`src/rtl/gf_pkg.sv`:
```
// Shared types and constants for the GF(2^m) sequential reducer.
package gf_pkg;

    // Controller states of the reducer.
    typedef enum logic [1:0] {
        IDLE,
        REDUCE,
        DONE
    } state_t;

    // AES field polynomial x^8 + x^4 + x^3 + x + 1, with the x^8 term implicit.
    localparam logic [7:0] GF_POLY_AES = 8'h1B;

endpackage

```
`src/rtl/gf_reduce_seq_if.sv`:
```
// Operand/result handshake bundle between the upstream multiplier, the
// reducer and its consumer.
interface gf_reduce_seq_if #(
    parameter int DATA_WIDTH = 32
);
    logic                      in_valid;
    logic                      in_ready;
    logic [2*DATA_WIDTH-1:0]   in_prod;
    logic [DATA_WIDTH-1:0]     in_poly;
    logic                      out_valid;
    logic                      out_ready;
    logic [DATA_WIDTH-1:0]     out_rem;

    // Producer/consumer side: supplies operands and accepts results.
    modport master (
        output in_valid, in_prod, in_poly, out_ready,
        input  in_ready, out_valid, out_rem
    );

    // Reducer side.
    modport slave (
        input  in_valid, in_prod, in_poly, out_ready,
        output in_ready, out_valid, out_rem
    );
endinterface

```
`src/rtl/gf_reduce_step.sv`:
```
// One conditional cancellation step of GF(2) polynomial long division:
// if bit k of the work value is set, XOR in the full modulus aligned to k.
module gf_reduce_step #(
    parameter  int DATA_WIDTH = 32,
    localparam int KW         = $clog2(2*DATA_WIDTH)
) (
    input  logic [2*DATA_WIDTH-1:0] w,
    input  logic [DATA_WIDTH-1:0]   p,
    input  logic [KW-1:0]           k,
    output logic [2*DATA_WIDTH-1:0] w_next
);

    logic [2*DATA_WIDTH-1:0] poly_ext;
    logic [KW-1:0]           shift;

    // Place the implicit leading 1 of {1,P} on bit k so the XOR clears it.
    always_comb begin
        poly_ext = {{(DATA_WIDTH-1){1'b0}}, 1'b1, p};
        shift    = k - KW'(DATA_WIDTH);
        w_next   = w[k] ? (w ^ (poly_ext << shift)) : w;
    end

endmodule

```
`src/rtl/gf_reduce_seq.sv`:
```
// Sequential GF(2^m) reducer: takes a 2m-bit carry-less product and returns
// it modulo x^m + poly, one bit position per cycle over m cycles.
module gf_reduce_seq
    import gf_pkg::*;
#(
    parameter int DATA_WIDTH = 32
) (
    input logic           clk,
    input logic           rst,
    gf_reduce_seq_if.slave bus
);

    localparam int            KW      = $clog2(2*DATA_WIDTH);
    localparam logic [KW-1:0] K_START = KW'(2*DATA_WIDTH-1);
    localparam logic [KW-1:0] K_LAST  = KW'(DATA_WIDTH);

    state_t                  state;
    state_t                  state_next;
    logic [2*DATA_WIDTH-1:0] w;
    logic [2*DATA_WIDTH-1:0] w_step;
    logic [DATA_WIDTH-1:0]   p;
    logic [KW-1:0]           k;

    gf_reduce_step #(
        .DATA_WIDTH(DATA_WIDTH)
    ) u_step (
        .w      (w),
        .p      (p),
        .k      (k),
        .w_next (w_step)
    );

    // Next-state and handshake decode; ready/valid follow the state directly.
    always_comb begin
        // NOTE: every output gets a default first so no path can infer a latch.
        state_next    = state;
        bus.in_ready  = 1'b0;
        bus.out_valid = 1'b0;
        case (state)
            IDLE: begin
                bus.in_ready = 1'b1;
                if (bus.in_valid) state_next = REDUCE;
            end
            REDUCE: begin
                if (k == K_LAST) state_next = DONE;
            end
            DONE: begin
                bus.out_valid = 1'b1;
                if (bus.out_ready) state_next = IDLE;
            end
            default: state_next = IDLE;
        endcase
    end

    // The low half of W is the remainder once all upper bits are cancelled.
    assign bus.out_rem = w[DATA_WIDTH-1:0];

    // State register; reset wins over any handshake in the same cycle.
    always_ff @(posedge clk) begin
        // NOTE: sequential state uses non-blocking assignments so all registers update together.
        if (rst) state <= IDLE;
        else     state <= state_next;
    end

    // Datapath: load on accept, one cancellation step per REDUCE cycle.
    always_ff @(posedge clk) begin
        if (rst) begin
            w <= '0;
            p <= '0;
            k <= '0;
        end else begin
            case (state)
                IDLE: begin
                    if (bus.in_valid) begin
                        w <= bus.in_prod;
                        p <= bus.in_poly;
                        k <= K_START;
                    end
                end
                REDUCE: begin
                    w <= w_step;
                    k <= k - KW'(1);
                end
                default: ;
            endcase
        end
    end

endmodule

```
`src/flat_wrapper.sv`:
```
// flat-port wrapper written by rule: the top's interface ports become plain ports
module gf_reduce_seq_flat import gf_pkg::*;
#(
    parameter int DATA_WIDTH = 32
)
  (clk, rst, bus_in_valid, bus_in_prod, bus_in_poly, bus_out_ready, bus_in_ready, bus_out_valid, bus_out_rem);
  gf_reduce_seq_if #(.DATA_WIDTH(DATA_WIDTH)) bus_i ();
  input logic clk;
  input logic rst;
  input wire logic [$bits(bus_i.in_valid)-1:0] bus_in_valid;
  input wire logic [$bits(bus_i.in_prod)-1:0] bus_in_prod;
  input wire logic [$bits(bus_i.in_poly)-1:0] bus_in_poly;
  input wire logic [$bits(bus_i.out_ready)-1:0] bus_out_ready;
  output wire logic [$bits(bus_i.in_ready)-1:0] bus_in_ready;
  output wire logic [$bits(bus_i.out_valid)-1:0] bus_out_valid;
  output wire logic [$bits(bus_i.out_rem)-1:0] bus_out_rem;
  assign bus_i.in_valid = bus_in_valid;
  assign bus_i.in_prod = bus_in_prod;
  assign bus_i.in_poly = bus_in_poly;
  assign bus_i.out_ready = bus_out_ready;
  assign bus_in_ready = bus_i.in_ready;
  assign bus_out_valid = bus_i.out_valid;
  assign bus_out_rem = bus_i.out_rem;
  gf_reduce_seq #(.DATA_WIDTH(DATA_WIDTH)) u_core (.clk(clk), .rst(rst), .bus(bus_i));
endmodule
```
`config.mk`:
```
export PLATFORM = sky130hd
export DESIGN_NAME = gf_reduce_seq_flat
export DESIGN_NICKNAME = d
export VERILOG_FILES = /design/src/rtl/gf_pkg.sv /design/src/rtl/gf_reduce_seq_if.sv /design/src/rtl/gf_reduce_step.sv /design/src/rtl/gf_reduce_seq.sv /design/src/flat_wrapper.sv
export SDC_FILE = /design/constraint.sdc
export NUM_CORES = 1
export LEC_CHECK = 0
export CAP_MARGIN = 20
export CELL_PAD_IN_SITES_DETAIL_PLACEMENT = 0
export CELL_PAD_IN_SITES_GLOBAL_PLACEMENT = 1
export CORE_MARGIN = 5
export CORE_UTILIZATION = 41
export DETAILED_ROUTE_END_ITERATION = 10
export PLACE_DENSITY = 0.8
export SYNTH_ARGS = -nofsm -noshare
export SYNTH_HDL_FRONTEND = slang
export SYNTH_SLANG_ARGS = --single-unit
export TNS_END_PERCENT = 50
```
`constraint.sdc`:
```
create_clock -name clk -period 3 [get_ports clk]
set_input_delay 0.45 -clock clk [delete_from_list [all_inputs] [get_ports clk]]
set_output_delay 0.45 -clock clk [all_outputs]
set_load 0.05 [all_outputs]
```
Yosys cells after proc, flatten, opt, wreduce, memory -nomap -nowiden
Cells that the tools add are included.
- bits in registers: 104
- logic and storage cells: 35
- bits of input ports: 100
- equality and inequality tests: 7
- magnitude comparators: 1
- bitwise operators: 1
- shifts and indexed selects: 1
- muxes and demuxes: 13
- reductions and logical operators: 6
- add/subtract/negate cells: 2
- operators by type and width (cell ; count):
    64-bit two-way mux ; 2
    64-bit one-hot mux with 2 select lines ; 1
    33-bit by 6-bit left shift with 64-bit output ; 1
    64-bit XOR ; 1
    6-bit one-hot mux with 2 select lines ; 1
    6-bit by 7-bit less-than comparator with 1-bit output (second input constant) ; 1
    1-bit binary-select mux with 6-bit select ; 1
    6-bit equality test (second input constant) ; 1
    2-bit two-way mux ; 3
    6-bit two-way mux ; 1
    2-bit != test (second input constant) ; 3
    2-bit one-hot mux with 3 select lines ; 1
    3-bit AND reduction ; 2
    6-bit by 1-bit subtractor with 6-bit output (second input constant) ; 1
    6-bit subtractor (second input constant) ; 1
    2-bit AND reduction ; 2
    1-bit two-way mux ; 3
    2-bit by 1-bit equality test with 1-bit output (second input constant) ; 1
    2-bit equality test (second input constant) ; 1
    2-bit zero test ; 1
    2-bit by 1-bit != test with 1-bit output (second input constant) ; 1
    2-bit nonzero test ; 1

Depth between registers and ports, before layout
Gate-level depths: netlist (run 1).
- depth in word-level cells: 5
- mapped depth: 14
- gate-level depth less buffers: 9

Hierarchy
A second synthesis (run 1) with hierarchy kept.
- cells, all modules: 1124
- area, all modules: 9480.3 µm²
- by module, submodules not included (module ; area each (µm²) ; cells an instance ; instances):
    gf_reduce_seq ; 4933.5 ; 533 ; 1
    gf_reduce_step ; 4546.9 ; 591 ; 1

Worst setup path before layout (run 1)
OpenSTA, ideal clock, no wires.
- path type: reg2reg
- from: register u_core.k[0]
- to: register u_core.w[42]
- buffers on the path: 4
- setup time: 0.130 ns
- clock period less this slack: 2.551 ns
- arrival time: 2.422 ns
- cell stages (with the launch flop): 12
- setup slack: 0.449 ns
- path through: dfxtp_1 buf_6 buf_6 mux4_1 o211ai_1 and4bb_2 o21ai_1 or2_2 buf_4 nand2_2 buf_4 o32ai_1
- cells in the longest elaborated chain, start to end: 5
- elaborated cells between the ends (all ways): 9
- RTL lines (element ; line ; RTL):
    start: declaration ; gf_reduce_seq.sv:22 ; logic [KW-1:0] k;
    start signal: assignment ; gf_reduce_seq.sv:82 ; k <= k - KW'(1);
    6-bit subtractor ; gf_reduce_step.sv:19 ; shift = k - KW'(DATA_WIDTH);
    33-bit by 6-bit left shift with 64-bit output ; gf_reduce_step.sv:20 ; w_next = w[k] ? (w ^ (poly_ext << shift)) : w;
    64-bit XOR ; gf_reduce_step.sv:20 ;
    64-bit two-way mux ; gf_reduce_step.sv:20 ;
    64-bit one-hot mux with 2 select lines ; gf_reduce_seq.sv:72 ; case (state)
    end signal: assignment ; gf_reduce_seq.sv:75 ; w <= bus.in_prod;
    end signal: assignment ; gf_reduce_seq.sv:81 ; w <= w_step;
    end: declaration ; gf_reduce_seq.sv:19 ; logic [2*DATA_WIDTH-1:0] w;
Parallel ways exist; a longest one is shown, timed or not. The select of a mux whose other input is x is not followed.
A chain may end at the register's enable or synchronous reset.

Worst setup path after layout (run 1)
- from: register u_core.k[1]
- to: register u_core.w[60]
Same word-level chain as after synthesis.

==> flow_summary.yaml, run 1 <==
sta:
  timing.hold.ws_ns: 0.2632
  rsz_0062_raised_after_global_routing: "false"
  post-route-worst-setup-slack_ns: -0.005367
  timing.clock.skew_ns: 0.009645
  min_period_ns: 3.005
  finalHoldViolCount: 0
  final.period_utilization_pct: 100.2
  fmax_mhz: 332.7
  slew-limit-headroom_pct: 55.19
  tightest_slew_ns: 0.6714
  drv_slew: 0
  timing.final.setup_violations: 1
clocking:
  cts_tree: "done"
  cts_buffer_depth: 2
  post-cts-setup-buffers: 0
  cts_root_buffer: "sky130_fd_sc_hd__clkbuf_16"
  cts.reportedPaths.clkPinSlew_ns: 0.08
  clock_insertion_delay_worst_skew_ns: 0.37
  cts.sink_count: 104
  ctsHtreeMaxLevel: 3
  cts_hold_repair.buffers: 0
  tritoncts.num_buffers: 9
logic_synthesis:
  total_of_flip_flops_plus_latches_after_synthesis: 104
  yosysWarningCount: 0
  synth_sequential_area_ratio_pct: 23.59
  syn_avg_cell_area_um2: 8.052
  synthFlopType: "sky130_fd_sc_hd__dfxtp_1"
  synthesis.instances: 1096
  netlist-cell-type-count: 70
  cell_area_after_technology_mapping_mm2: 0.008825
  ys_async_sr_fraction_pct: 0
  synth_nets: 1199
  synth-edff-count: 0
worst_setup_path:
  worst_setup_path_start_kind: "flip-flop"
  cp_max_fo: 15
  critPathKind: "reg -> reg"
  timing.critical_path.arrival_ns: 3.29
  critical_path_required_ns: 3.29
  cp-end-kind: "flip-flop"
  ff_to_ff_path_depth: 12
power:
  total_power_mw: 5.532
  power.leakage_nw: 4.196
  powerDensity_mw_per_mm2: 495.8
  vdd.ir_drop.worst_mv: 0.2773
floorplanning:
  core.rowCount: 53
  die_area_mm2: 0.02456
  initial_utilization_pct: 41.85
  die_x_um: 156.7
  die-height_um: 156.7
  core_mm2: 0.02109
  pin_count: 134
final_layout:
  area_added_between_synthesis_and_finish_pct: 26.43
  filler_cell_count: 2067
  area.sequential_mm2: 0.002090
  post-route-cell-area_mm2: 0.01116
  final_net_count: 1345
  num_antenna_cells: 0
  post_route_cells_drive_above_1_share_pct: 18.52
  multiInputGateArea_mm2: 0.005808
  instances_no_fill: 1522
placed_design:
  buffer_ports.inserted: 133
  post-dp-hpwl_um: 26330
  numPlacedInstances: 1506
  place_area_mm2: 0.01084
  place.gp.congestion: 1.008
global_routing:
  grt_pass1_vias: 8677
  grt_max_degree: 51
  globalRouteOverflowTotal: 0
  grt_first_pass_wirelength_um: 52290
  grt_antenna_before_repair: 0
  grt.total_usage_pct: 27.49
route:
  drt_pass_1_iters: 6
  detail-route-antenna-nets: 0
  post_drt_wl_per_cell_um: 22.61
  drt_wl_total_um: 34420
  route.detailed.drc: 0
  route.detailed.vias_per_inst: 6.046
  vias: 9202
  drt_iter0_markers: 674
worst_hold_path:
  timing.hold.worst_path_depth: 2
  class_of_the_tightest_hold_or_removal_check: "in -> reg"
run_status:
  failed_checks: "setup timing"
  outcome: "finished, violations left"
flow_run:
  drv.max_cap_violation_count: 0
## metrics by stage
stage	TNS (ns)	worst slack (ns)	utilization (%)
floorplan	0	0.4487	-
global placement	0	0.06125	51.41
detailed placement	-0.02383	-0.02383	51.41
CTS	0	0.06196	52.87
global route	0	0.003720	52.91
finish	-0.005367	-0.005367	52.91
## routing by layer
| layer | part of all wire (%) | GRT usage (%) | vias up |
|---|---|---|---|
| met3 | 7.5 | 4.508 | 73 |
| met1 | 41 | 36.09 | 4380 |
| met2 | 47 | 44.60 | 412 |
| met5 | 0 | 0 | - |
| li1 | - | - | 4337 |
| met4 | 4.4 | 12.23 | 0 |
## worst paths after layout
path                      from           end  slack [ns]
hold reg to reg   u_core.w[52]  u_core.w[52]        0.49
setup / recovery   u_core.k[1]  u_core.w[60]      -0.005
setup reg to reg   u_core.k[1]  u_core.w[60]      -0.005
hold / removal             rst  u_core.w[14]        0.26
## worst max-delay path, cell delays in order, from the launching register on
cell,delay [ns]
sky130_fd_sc_hd__dfxtp_4,0.40
sky130_fd_sc_hd__buf_12,0.17
sky130_fd_sc_hd__nor2b_1,0.15
sky130_fd_sc_hd__buf_4,0.17
sky130_fd_sc_hd__buf_4,0.14
sky130_fd_sc_hd__o2bb2ai_1,0.13
sky130_fd_sc_hd__mux4_2,0.50
sky130_fd_sc_hd__a222oi_1,0.53
sky130_fd_sc_hd__buf_4,0.22
sky130_fd_sc_hd__nor2_1,0.04
sky130_fd_sc_hd__nor2_2,0.15
sky130_fd_sc_hd__a21oi_1,0.11
sky130_fd_sc_hd__o32ai_2,0.19
## report_power, final
group,switching (mW),internal (mW),leakage (nW)
logic,1.43,1.13,3.19
registers,0.192,1.51,0.855
clock network,0.585,0.676,0.153
total,2.21,3.32,4.20
## cells in the mapped netlist, drive strengths merged (3+ instances only)
| cell type | n | area, um2 |
|---|---|---|
| nand2 | 181 | 681.9 |
| o21ai | 70 | 350.3 |
| mux2i | 70 | 700.7 |
| inv | 26 | 97.59 |
| or2 | 3 | 18.77 |
| o221a | 6 | 67.56 |
| clkbuf | 53 | 202.7 |
| a22oi | 13 | 97.59 |
| a2bb2oi | 3 | 26.28 |
| a311oi | 3 | 32.53 |
| a21oi | 129 | 653.1 |
| o21a | 7 | 52.55 |
| nor3 | 33 | 165.2 |
| o31ai | 16 | 120.1 |
| or3 | 3 | 18.77 |
| o22ai | 9 | 56.30 |
| nand3 | 11 | 55.05 |
| nor2b | 5 | 31.28 |
| o41ai | 4 | 35.03 |
| a211oi | 11 | 82.58 |
| dfxtp | 104 | 2082 |
| buf | 80 | 651.9 |
| a31oi | 10 | 62.56 |
| o22a | 3 | 26.28 |
| nor2 | 78 | 297.8 |
| and2 | 8 | 50.05 |
| a22o | 7 | 61.31 |
| a221oi | 13 | 113.9 |
| ha | 3 | 37.54 |
| o211ai | 6 | 45.04 |
| nor4 | 4 | 25.02 |
| o32ai | 21 | 191.4 |
| and3 | 5 | 31.28 |
| mux4 | 46 | 1104 |
| nand2b | 5 | 31.28 |
| o31a | 7 | 62.56 |
| mux2 | 20 | 229.0 |
## sequential cells by signal (all words and copies together), names as in the netlist
| register | flops |
|---|---|
| u_core.state | 2 |
| u_core.k | 6 |
| u_core.p | 32 |
| u_core.w | 64 |
## cell type report
type                       count  area share (%)
sequential                   104           18.73
inverter                      26          0.8747
clock buffer                  10           2.142
timing repair buffer         269           22.52
tap                          275           3.084
clock inverter                 6          0.5944
multi-input combinational    832           52.06
## cells in the final DEF (no fill, tap or decap), drive strengths merged, types with 8 or more instances in the layout
master         Yosys  final
buf               80    137
clkdlybuf4s50      0    132
a211oi            11     11
a21oi            129    129
o31ai             16     16
dfxtp            104    104
o22ai              9      9
mux2i             70     70
a31oi             10     10
nor2              78     78
nor3              33     33
inv               26     28
o21ai             70     70
o32ai             21     21
mux2              20     20
a221oi            13     13
nand3             11     11
nand2            181    181
clkbuf            53     10
and2               8      8
a22oi             13     13
mux4              46     46
## cell families after synthesis
kind of cell / Yosys count / synth area share, %
adders and majority gates: 3 / 0.4254
DFF: 104 / 23.59
buffers and inverters: 160 / 10.90
muxes: 136 / 23.04
and+or+nand+nor: 341 / 16.39
AOI/OAI and AO/OA: 352 / 25.65
## timing repair
| action | in CTS | in global routing |
|---|---|---|
| endpoints found under the setup margin | 1 | 4 |
| pin swaps | 1 | 1 |
| resized for setup | 1 | 4 |
No activity file was read; power rests on OpenSTA's default activity.
==> run 2: changes to the inputs <==
Settings changed: CTS_BUF_LIST from default to sky130_fd_sc_hd__clkbuf_4 sky130_fd_sc_hd__clkbuf_8 sky130_fd_sc_hd__clkbuf_16.
==> results of run 2 <==
Final layout, timing and power as in run 1 (identical DEF).
